`config.mk`:
```
export PLATFORM = sky130hd
export DESIGN_NAME = hsig_pad_arbiter
export DESIGN_NICKNAME = d
export VERILOG_FILES = /design/src/rtl/hsig_pkg.sv /design/src/rtl/rr_pick.sv /design/src/rtl/hsig_pad_arbiter.sv
export SDC_FILE = /design/constraint.sdc
export NUM_CORES = 1
export LEC_CHECK = 0
export BUFFER_PORTS_ARGS = -buffer_cell sky130_fd_sc_hd__buf_4
export CAP_MARGIN = 25
export CORE_MARGIN = 3
export CORE_UTILIZATION = 50
export CTS_BUF_LIST = sky130_fd_sc_hd__clkbuf_4 sky130_fd_sc_hd__clkbuf_8
export DETAILED_ROUTE_END_ITERATION = 16
export GPL_ROUTABILITY_DRIVEN = 0
export HOLD_SLACK_MARGIN = 0.15
export PLACE_DENSITY = 0.74
export SYNTH_ARGS = -nofsm -noshare
export SYNTH_HDL_FRONTEND = slang
export SYNTH_SLANG_ARGS = --single-unit
```
`constraint.sdc`:
```
create_clock -name clk -period 3.7 [get_ports clk]
set_clock_uncertainty 0.15 [all_clocks]
set_input_delay 0.555 -clock clk [delete_from_list [all_inputs] [get_ports clk]]
set_output_delay 0.555 -clock clk [all_outputs]
set_load 0.01 [all_outputs]
```
`src/rtl/hsig_pkg.sv`:
```
// Shared definitions for hsig pad arbitration: FSM state encoding and the
// default levels of the pad controls that no owner ever drives.
package hsig_pkg;

  typedef enum logic [1:0] {
    IDLE = 2'd0,
    OWN  = 2'd1,
    GAP  = 2'd2
  } hsig_state_e;

  localparam logic PAD_IE_DFLT = 1'b0;
  localparam logic PAD_SL_DFLT = 1'b0;
  localparam logic PAD_CS_DFLT = 1'b0;
  localparam logic PAD_PU_DFLT = 1'b0;

endpackage

```
`src/rtl/rr_pick.sv`:
```
// Combinational round-robin selector: returns the first set req bit at or
// after rr_ptr, wrapping modulo N_REQ, as a one-hot vector plus a valid flag.
module rr_pick #(
  parameter  int N_REQ = 4,
  localparam int PW    = (N_REQ > 1) ? $clog2(N_REQ) : 1
) (
  input  logic [N_REQ-1:0] req,
  input  logic [PW-1:0]    rr_ptr,
  output logic [N_REQ-1:0] pick,
  output logic             valid
);

  // Upper pass covers indices >= rr_ptr, lower pass handles the wrap.
  always_comb begin
    pick  = '0;
    valid = 1'b0;
    for (int j = 0; j < N_REQ; j++) begin
      if (!valid && req[j] && (PW'(j) >= rr_ptr)) begin
        pick[j] = 1'b1;
        valid   = 1'b1;
      end
    end
    for (int j = 0; j < N_REQ; j++) begin
      if (!valid && req[j] && (PW'(j) < rr_ptr)) begin
        pick[j] = 1'b1;
        valid   = 1'b1;
      end
    end
  end

endmodule

```
`src/rtl/hsig_pad_arbiter.sv`:
```
// Round-robin owner of the shared hsig pad: bounded ownership slot when
// contended, and a driven-low guard gap between successive owners.
//
// state | meaning
// IDLE  | no owner; pad released, held low by pull-down
// OWN   | one requester drives hsig_A through the registered sig mux
// GAP   | pad actively driven low for GAP_CYCLES before next arbitration
module hsig_pad_arbiter
  import hsig_pkg::*;
#(
  parameter int N_REQ       = 4,
  parameter int SLOT_CYCLES = 256,
  parameter int GAP_CYCLES  = 4
) (
  input  logic             clk,
  input  logic             rst,
  input  logic [N_REQ-1:0] req,
  input  logic [N_REQ-1:0] sig,
  output logic [N_REQ-1:0] grant,
  output logic             busy,
  output logic             hsig_A,
  output logic             hsig_OE,
  output logic             hsig_PD,
  output logic             hsig_IE,
  output logic             hsig_SL,
  output logic             hsig_CS,
  output logic             hsig_PU
);

  localparam int PW = (N_REQ > 1) ? $clog2(N_REQ) : 1;
  localparam int SW = $clog2(SLOT_CYCLES);
  localparam int GW = (GAP_CYCLES > 1) ? $clog2(GAP_CYCLES) : 1;

  localparam logic [SW-1:0] SLOT_MAX = SW'(SLOT_CYCLES - 1);
  localparam logic [GW-1:0] GAP_MAX  = GW'(GAP_CYCLES - 1);
  localparam logic [PW-1:0] PTR_LAST = PW'(N_REQ - 1);

  hsig_state_e      state_q,   state_d;
  logic [N_REQ-1:0] grant_q,   grant_d;
  logic [PW-1:0]    owner_q,   owner_d;
  logic [PW-1:0]    rr_ptr_q,  rr_ptr_d;
  logic [SW-1:0]    slot_cnt_q, slot_cnt_d;
  logic [GW-1:0]    gap_cnt_q, gap_cnt_d;
  logic             hsig_a_q,  hsig_a_d;

  logic [N_REQ-1:0] pick;
  logic             pick_valid;
  logic [PW-1:0]    pick_idx;
  logic             owner_req;
  logic             other_req;
  logic             sig_owned;
  logic [PW-1:0]    ptr_after_owner;

  rr_pick #(.N_REQ(N_REQ)) u_rr_pick (
    .req    (req),
    .rr_ptr (rr_ptr_q),
    .pick   (pick),
    .valid  (pick_valid)
  );

  always_comb begin
    pick_idx = '0;
    for (int j = 0; j < N_REQ; j++) begin
      if (pick[j]) pick_idx = PW'(j);
    end
  end

  // AND-gating by grant keeps X on non-owner sig lines off the pad.
  assign sig_owned       = |(sig & grant_q);
  assign owner_req       = |(req & grant_q);
  assign other_req       = |(req & ~grant_q);
  assign ptr_after_owner = (owner_q == PTR_LAST) ? '0 : owner_q + PW'(1);

  always_comb begin
    state_d    = state_q;
    grant_d    = grant_q;
    owner_d    = owner_q;
    rr_ptr_d   = rr_ptr_q;
    slot_cnt_d = slot_cnt_q;
    gap_cnt_d  = gap_cnt_q;
    hsig_a_d   = 1'b0;
    case (state_q)
      IDLE: begin
        if (pick_valid) begin
          state_d    = OWN;
          grant_d    = pick;
          owner_d    = pick_idx;
          slot_cnt_d = '0;
        end
      end
      OWN: begin
        if (!owner_req || ((slot_cnt_q == SLOT_MAX) && other_req)) begin
          state_d   = GAP;
          grant_d   = '0;
          rr_ptr_d  = ptr_after_owner;
          gap_cnt_d = '0;
        end else begin
          hsig_a_d = sig_owned;
          if (slot_cnt_q != SLOT_MAX) slot_cnt_d = slot_cnt_q + SW'(1);
        end
      end
      GAP: begin
        if (gap_cnt_q == GAP_MAX) begin
          if (pick_valid) begin
            state_d    = OWN;
            grant_d    = pick;
            owner_d    = pick_idx;
            slot_cnt_d = '0;
          end else begin
            state_d = IDLE;
          end
        end else begin
          gap_cnt_d = gap_cnt_q + GW'(1);
        end
      end
      default: begin
        state_d = IDLE;
        grant_d = '0;
      end
    endcase
  end

  always_ff @(posedge clk) begin
    if (rst) begin
      state_q    <= IDLE;
      grant_q    <= '0;
      owner_q    <= '0;
      rr_ptr_q   <= '0;
      slot_cnt_q <= '0;
      gap_cnt_q  <= '0;
      hsig_a_q   <= 1'b0;
    end else begin
      state_q    <= state_d;
      grant_q    <= grant_d;
      owner_q    <= owner_d;
      rr_ptr_q   <= rr_ptr_d;
      slot_cnt_q <= slot_cnt_d;
      gap_cnt_q  <= gap_cnt_d;
      hsig_a_q   <= hsig_a_d;
    end
  end

  assign grant   = grant_q;
  assign busy    = (state_q != IDLE);
  assign hsig_A  = hsig_a_q;
  assign hsig_OE = (state_q != IDLE);
  assign hsig_PD = (state_q == IDLE);
  assign hsig_IE = PAD_IE_DFLT;
  assign hsig_SL = PAD_SL_DFLT;
  assign hsig_CS = PAD_CS_DFLT;
  assign hsig_PU = PAD_PU_DFLT;

endmodule

```
# After elaboration in Yosys (flattened, before gate mapping)
# Index checks and enable logic that the tools add are counted.
# classes
add_sub_neg	3
multipliers	0
div	0
magnitude_cmp	8
n_eq_ne	12
n_shift	0
muxes	39
bitwise_logic	5
reduce_logical	40
# ops
op	n
$mux W8	4
$pmux W8 S3	1
$mux W2	10
$mux W1	17
$logic_and A1 B1 Y1	16
$and A4 B4 Y4	3
$mux W4	3
$pmux W4 S3	1
$reduce_or A4 Y1	3
$ne A2 B2 Y1 const B	5
$add A8 B1 Y8 const B	1
$eq A8 B8 Y1 const B	1
$logic_not A1 Y1	8
$ne A8 B8 Y1 const B	1
$pmux W2 S2	2
$eq A2 B2 Y1 const B	3
$pmux W2 S3	1
$reduce_and A2 Y1	3
$reduce_and A3 Y1	2
$reduce_bool A2 Y1	3
$add A2 B1 Y2 const B	2
$ge A1 B2 Y1 const A	2
$ge A2 B2 Y1 const A	2
$lt A1 B2 Y1 const A	2
other kinds (10)	11
# totals
register_bits	21
latchBits	0
mem_bits_rw	0
rom_bits	0
inputBits	10
output_inout_bits	12
wordCells	114
n_memories	0

# Logic depth before layout (Yosys ltp)
# depth
word_depth	35
depth_mapped	7

# By module
# A second synthesis with hierarchy kept.
# hier_totals
cells_unflattened	141
hier_area_um2	1156.1
# modules_own_cells
mod	instances	cells_each	area_each_um2
hsig_pad_arbiter	1	122	1044.8
rr_pick	1	19	111.4

# Worst setup path after synthesis
# OpenSTA, ideal clock, no wires.
# synth_timing
path_type	input port to flip-flop
start	in req[0]
end	reg grant_q[1], in the netlist grant[1]
setup_time_ps	116
arrival_ps	1742
setup_slack_ps	1692
stages	5
n_path_buf	0
cell_sequence	a22o_1 -> a221oi_4 -> a211oi_1 -> or2_2 -> a31o_2
# synth_via
elab_chain_len	33
# synth_rtl
item	line_no	text
from (decl)	hsig_pad_arbiter.sv:17	input logic [N_REQ-1:0] req,
$logic_and A1 B1 Y1	rr_pick.sv:18	if (!valid && req[j] && (PW'(j) >= rr_ptr)) begin
$mux W1	rr_pick.sv:18	
$logic_not A1 Y1	rr_pick.sv:18	
$logic_and A1 B1 Y1 (2 in a row)	rr_pick.sv:18	
$mux W1	rr_pick.sv:18	
$logic_not A1 Y1	rr_pick.sv:18	
$logic_and A1 B1 Y1 (2 in a row)	rr_pick.sv:18	
$mux W1	rr_pick.sv:18	
[... 13 more ...]	n/a	
$logic_and A1 B1 Y1 (2 in a row)	rr_pick.sv:24	if (!valid && req[j] && (PW'(j) < rr_ptr)) begin
$mux W1	rr_pick.sv:24	
$logic_not A1 Y1	rr_pick.sv:24	
$logic_and A1 B1 Y1 (2 in a row)	rr_pick.sv:24	
$mux W1	rr_pick.sv:24	
$mux W4	hsig_pad_arbiter.sv:84, hsig_pad_arbiter.sv:104	
$mux W4	hsig_pad_arbiter.sv:103	if (gap_cnt_q == GAP_MAX) begin
$pmux W4 S3	hsig_pad_arbiter.sv:82	case (state_q)
to (signal assigned)	hsig_pad_arbiter.sv:134	grant_q <= grant_d;
to (decl)	hsig_pad_arbiter.sv:39	logic [N_REQ-1:0] grant_q, grant_d;
# Parallel ways exist; a longest one is shown, timed or not. The select of a mux whose other input is x is not followed.
# A chain may end at the register's enable or synchronous reset.

# Worst setup path in the final report
# layout_timing
start	reg slot_cnt_q[0]
end	reg grant_q[3], in the netlist grant[3]
# layout_via
elab_chain_len	5
# layout_rtl
item	line_no	text
from (decl)	hsig_pad_arbiter.sv:42	logic [SW-1:0] slot_cnt_q, slot_cnt_d;
from (signal assigned)	hsig_pad_arbiter.sv:137	slot_cnt_q <= slot_cnt_d;
$eq A8 B8 Y1	hsig_pad_arbiter.sv:92	if (!owner_req || ((slot_cnt_q == SLOT_MAX) && other_req)) begin
$logic_and A1 B1 Y1	hsig_pad_arbiter.sv:92	
$logic_or A1 B1 Y1	hsig_pad_arbiter.sv:92	
$ne A2 B2 Y1 (no source line)	n/a	
$reduce_and A2 Y1 (no source line)	n/a	
# No other way between the ends.

==> impl_metrics.json <==
{
  "hpwl_um": 2195,
  "grt_pass1_vias": 1070,
  "die_area_um2": 3186,
  "cp-end-kind": "flop",
  "coreArea_um2": 2318,
  "initial_core_util_pct": 54.88,
  "synth-warning-count": 0,
  "drt-pass1-iter-count": 5,
  "status": "finished, final reports clean",
  "ios": 22,
  "hold_class": "flop to flop",
  "worst_setup_path_start_kind": "flop",
  "cts_resized": 0,
  "dr_wl_met3_um": 185,
  "r2r-end": "grant[3]",
  "path_clk_slew_ns": 0.11,
  "finalCritPeriodShare_pct": 59.04,
  "setup_viol": 0,
  "finalCriticalPeriod_ns": 2.185,
  "fp.dieW_um": 56.45,
  "top_layer": "met4",
  "vias_per_cell": 6.090,
  "diodes": 0,
  "grt_util_all_layers_pct": 17.89,
  "worstReg2RegStart": "slot_cnt_q[0]",
  "worst-r2r-setup-slack_ns": 1.52,
  "first_iter_violations": 55,
  "synth_top_cell_area_share_pct": 33.04,
  "fin_nets": 186,
  "holdBufCountCts": 0,
  "place_inst": 196,
  "wl_um": 2899,
  "yosysTopAreaCell": "dfxtp_1",
  "irDropWorstVdd_mv": 0.2582,
  "die-height_um": 56.45,
  "synthTopCellsByArea": "dfxtp_1, a21oi_1, nor2_1",
  "total_power_uw": 537.7,
  "cts_max_level": 1,
  "portBuffers": 17,
  "cts.sinks": 21,
  "dr_wl_met2_um": 1413,
  "crit_required_ns": 3.76,
  "grt.overflow.total": 0,
  "clk_latency_ns": 0.30,
  "syn_area_per_cell_um2": 8.054,
  "p_per_area_nw_per_um2": 378.6,
  "netlist_instances": 158,
  "grt_max_degree": 20,
  "grt_setup_unrepaired": "false",
  "root_buffer": "clkbuf_4",
  "seq_area_um2": 420.4,
  "worstSetupPathType": "flop to flop",
  "leakage_uw": 0.0005418,
  "antenna_found_initial": 0,
  "final_antenna_net_count": 0,
  "holdWs_ns": 0.3532,
  "syn_area_um2": 1272,
  "cts_made_buffers": 3,
  "clock_path_buffers": 2,
  "timing.setup.tns_ns": 0,
  "worstPathArrival_ns": 2.24,
  "utilization_pct": 61.25,
  "vias": 1218,
  "fin_cells": 200,
  "cts_tree": "yes",
  "area_growth_pct": 11.60,
  "synth_seq_area_share_pct": 33.04,
  "cp_max_fo": 5,
  "r2r_cells": 6,
  "finalHoldViolCount": 0,
  "multi_input_area_um2": 783.3,
  "fmax_mhz": 457.8,
  "cts_setup_buffers": 0,
  "whs_path_depth": 2,
  "drive_above_1_share_pct": 20.93,
  "hold_path_end": "slot_cnt_q[7]",
  "slew_viol_final": 0,
  "post_drt_wl_per_cell_um": 14.50,
  "nFillCells": 209,
  "grt_pass1_wl_um": 4685,
  "ys_types": 43,
  "yosys_register_bits": 21,
  "met1_length_um": 1286,
  "min-delay-start": "slot_cnt_q[7]",
  "drv_cap": 0,
  "floorplan.rows": 17,
  "drc": 0
}
critical path, cell delays in order (launching register included):
cell      delay, ns
dfxtp_1        0.41
ha_1           0.25
nand3_1        0.20
nor2_1         0.33
a211oi_1       0.15
or2_2          0.34
a31o_2         0.25
cells by family (layout without fill, tap and decap cells):
| kind of cell | after synthesis | after routing | synth area share, % |
|---|---|---|---|
| simple gates | 66 | 66 | 27.34 |
| compound gates | 48 | 48 | 27.73 |
| fa+ha+maj | 3 | 3 | 2.950 |
| mux | 3 | 3 | 2.360 |
| flops | 21 | 21 | 33.04 |
| other cells | 1 | 4 | 0.2947 |
| buf+inv | 16 | 27 | 6.293 |
sequential cells by signal, summed over array words and instances (netlist names):
register and count:
gap_cnt_q 2, grant 4, hsig_A 1, owner_q 2, rr_ptr_q 2, slot_cnt_q 8
state_q 2
routing by layer:
metal	track usage (%)	vias up
met2	32.01	51
met1	22.66	556
met4	4.068	0
met3	2.069	2
li1	-	609
met5	0	-
report_power, final:
part	switching [uW]	leakage, uW	total [uW]	internal [uW]
sequential	24.8	0.000171	268	243
clock	66.5	0.0000177	107	40.2
combinational	93.8	0.000353	163	69.1
total	185	0.000542	538	353
final cells by class:
cell class / count / share of cell area (%)
Clock buffer: 3 / 1.586
Clock inverter: 1 / 0.3524
Inverter: 5 / 1.322
Multi-Input combinational cell: 124 / 55.15
Sequential cell: 21 / 29.60
Tap cell: 28 / 2.467
Timing Repair Buffer: 18 / 9.515
metrics by stage:
step | setup slack [ns] | area (um2)
2_1_floorplan | 1.692 | 1284
3_3_place_gp | 1.496 | 1393
3_5_place_dp | 1.465 | 1393
4_1_cts | 1.519 | 1420
5_1_grt | 1.409 | 1420
6_report | 1.516 | 1420
cell usage after synthesis:
cell type,instances
or2_2,4
nor3_1,3
a22oi_1,2
or3b_1,1
ha_1,3
or3_2,1
nand4_1,2
conb_1,1
o211ai_1,2
a41o_1,1
dfxtp_1,21
nand2_1,11
a32oi_1,1
o21ai_0,11
or4_1,1
nor4_1,8
a221oi_4,1
nand4b_1,2
o22ai_1,1
clkbuf_2,1
o221a_2,1
o311ai_0,1
a2111oi_2,1
a31oi_1,4
o221ai_1,1
nand2b_1,4
o2111ai_2,1
a21o_2,1
buf_4,5
nor2_1,16
a21oi_1,13
mux2i_1,3
and3_1,2
a22o_1,1
clkbuf_1,5
or2b_1,1
nand3_1,5
nor2b_1,4
inv_1,5
a31o_2,3
a211oi_1,1
a21oi_4,1
nor3b_1,1
how the worst max path moves through the flow:
stage / from / to / slack [ns] / cells past startpoint
2_1_floorplan: req[0] / grant[1] / 1.69 / 5
3_3_place_gp: req[0] / grant[1] / 1.50 / 6
3_5_place_dp: req[0] / grant[3] / 1.46 / 6
4_1_cts: slot_cnt_q[0] / grant[3] / 1.52 / 6
5_1_grt: slot_cnt_q[0] / grant[2] / 1.41 / 6
6_report: slot_cnt_q[0] / grant[3] / 1.52 / 6
cells in the final DEF (no fill, tap or decap), types with 2 or more instances in the layout:
cell type  instances
nor3_1             3
nand2b_1           4
clkbuf_4           3
a21oi_1           13
inv_1              5
nand3_1            5
mux2i_1            3
buf_4             18
a22oi_1            2
a31o_2             3
nor2_1            16
ha_1               3
a31oi_1            4
nand2_1           11
nor4_1             8
dfxtp_1           21
nand4b_1           2
o21ai_0           11
or2_2              4
conb_1             4
nor2b_1            4
nand4_1            2
o211ai_1           2
and3_1             2
No activity file was read; power rests on OpenSTA's default activity.
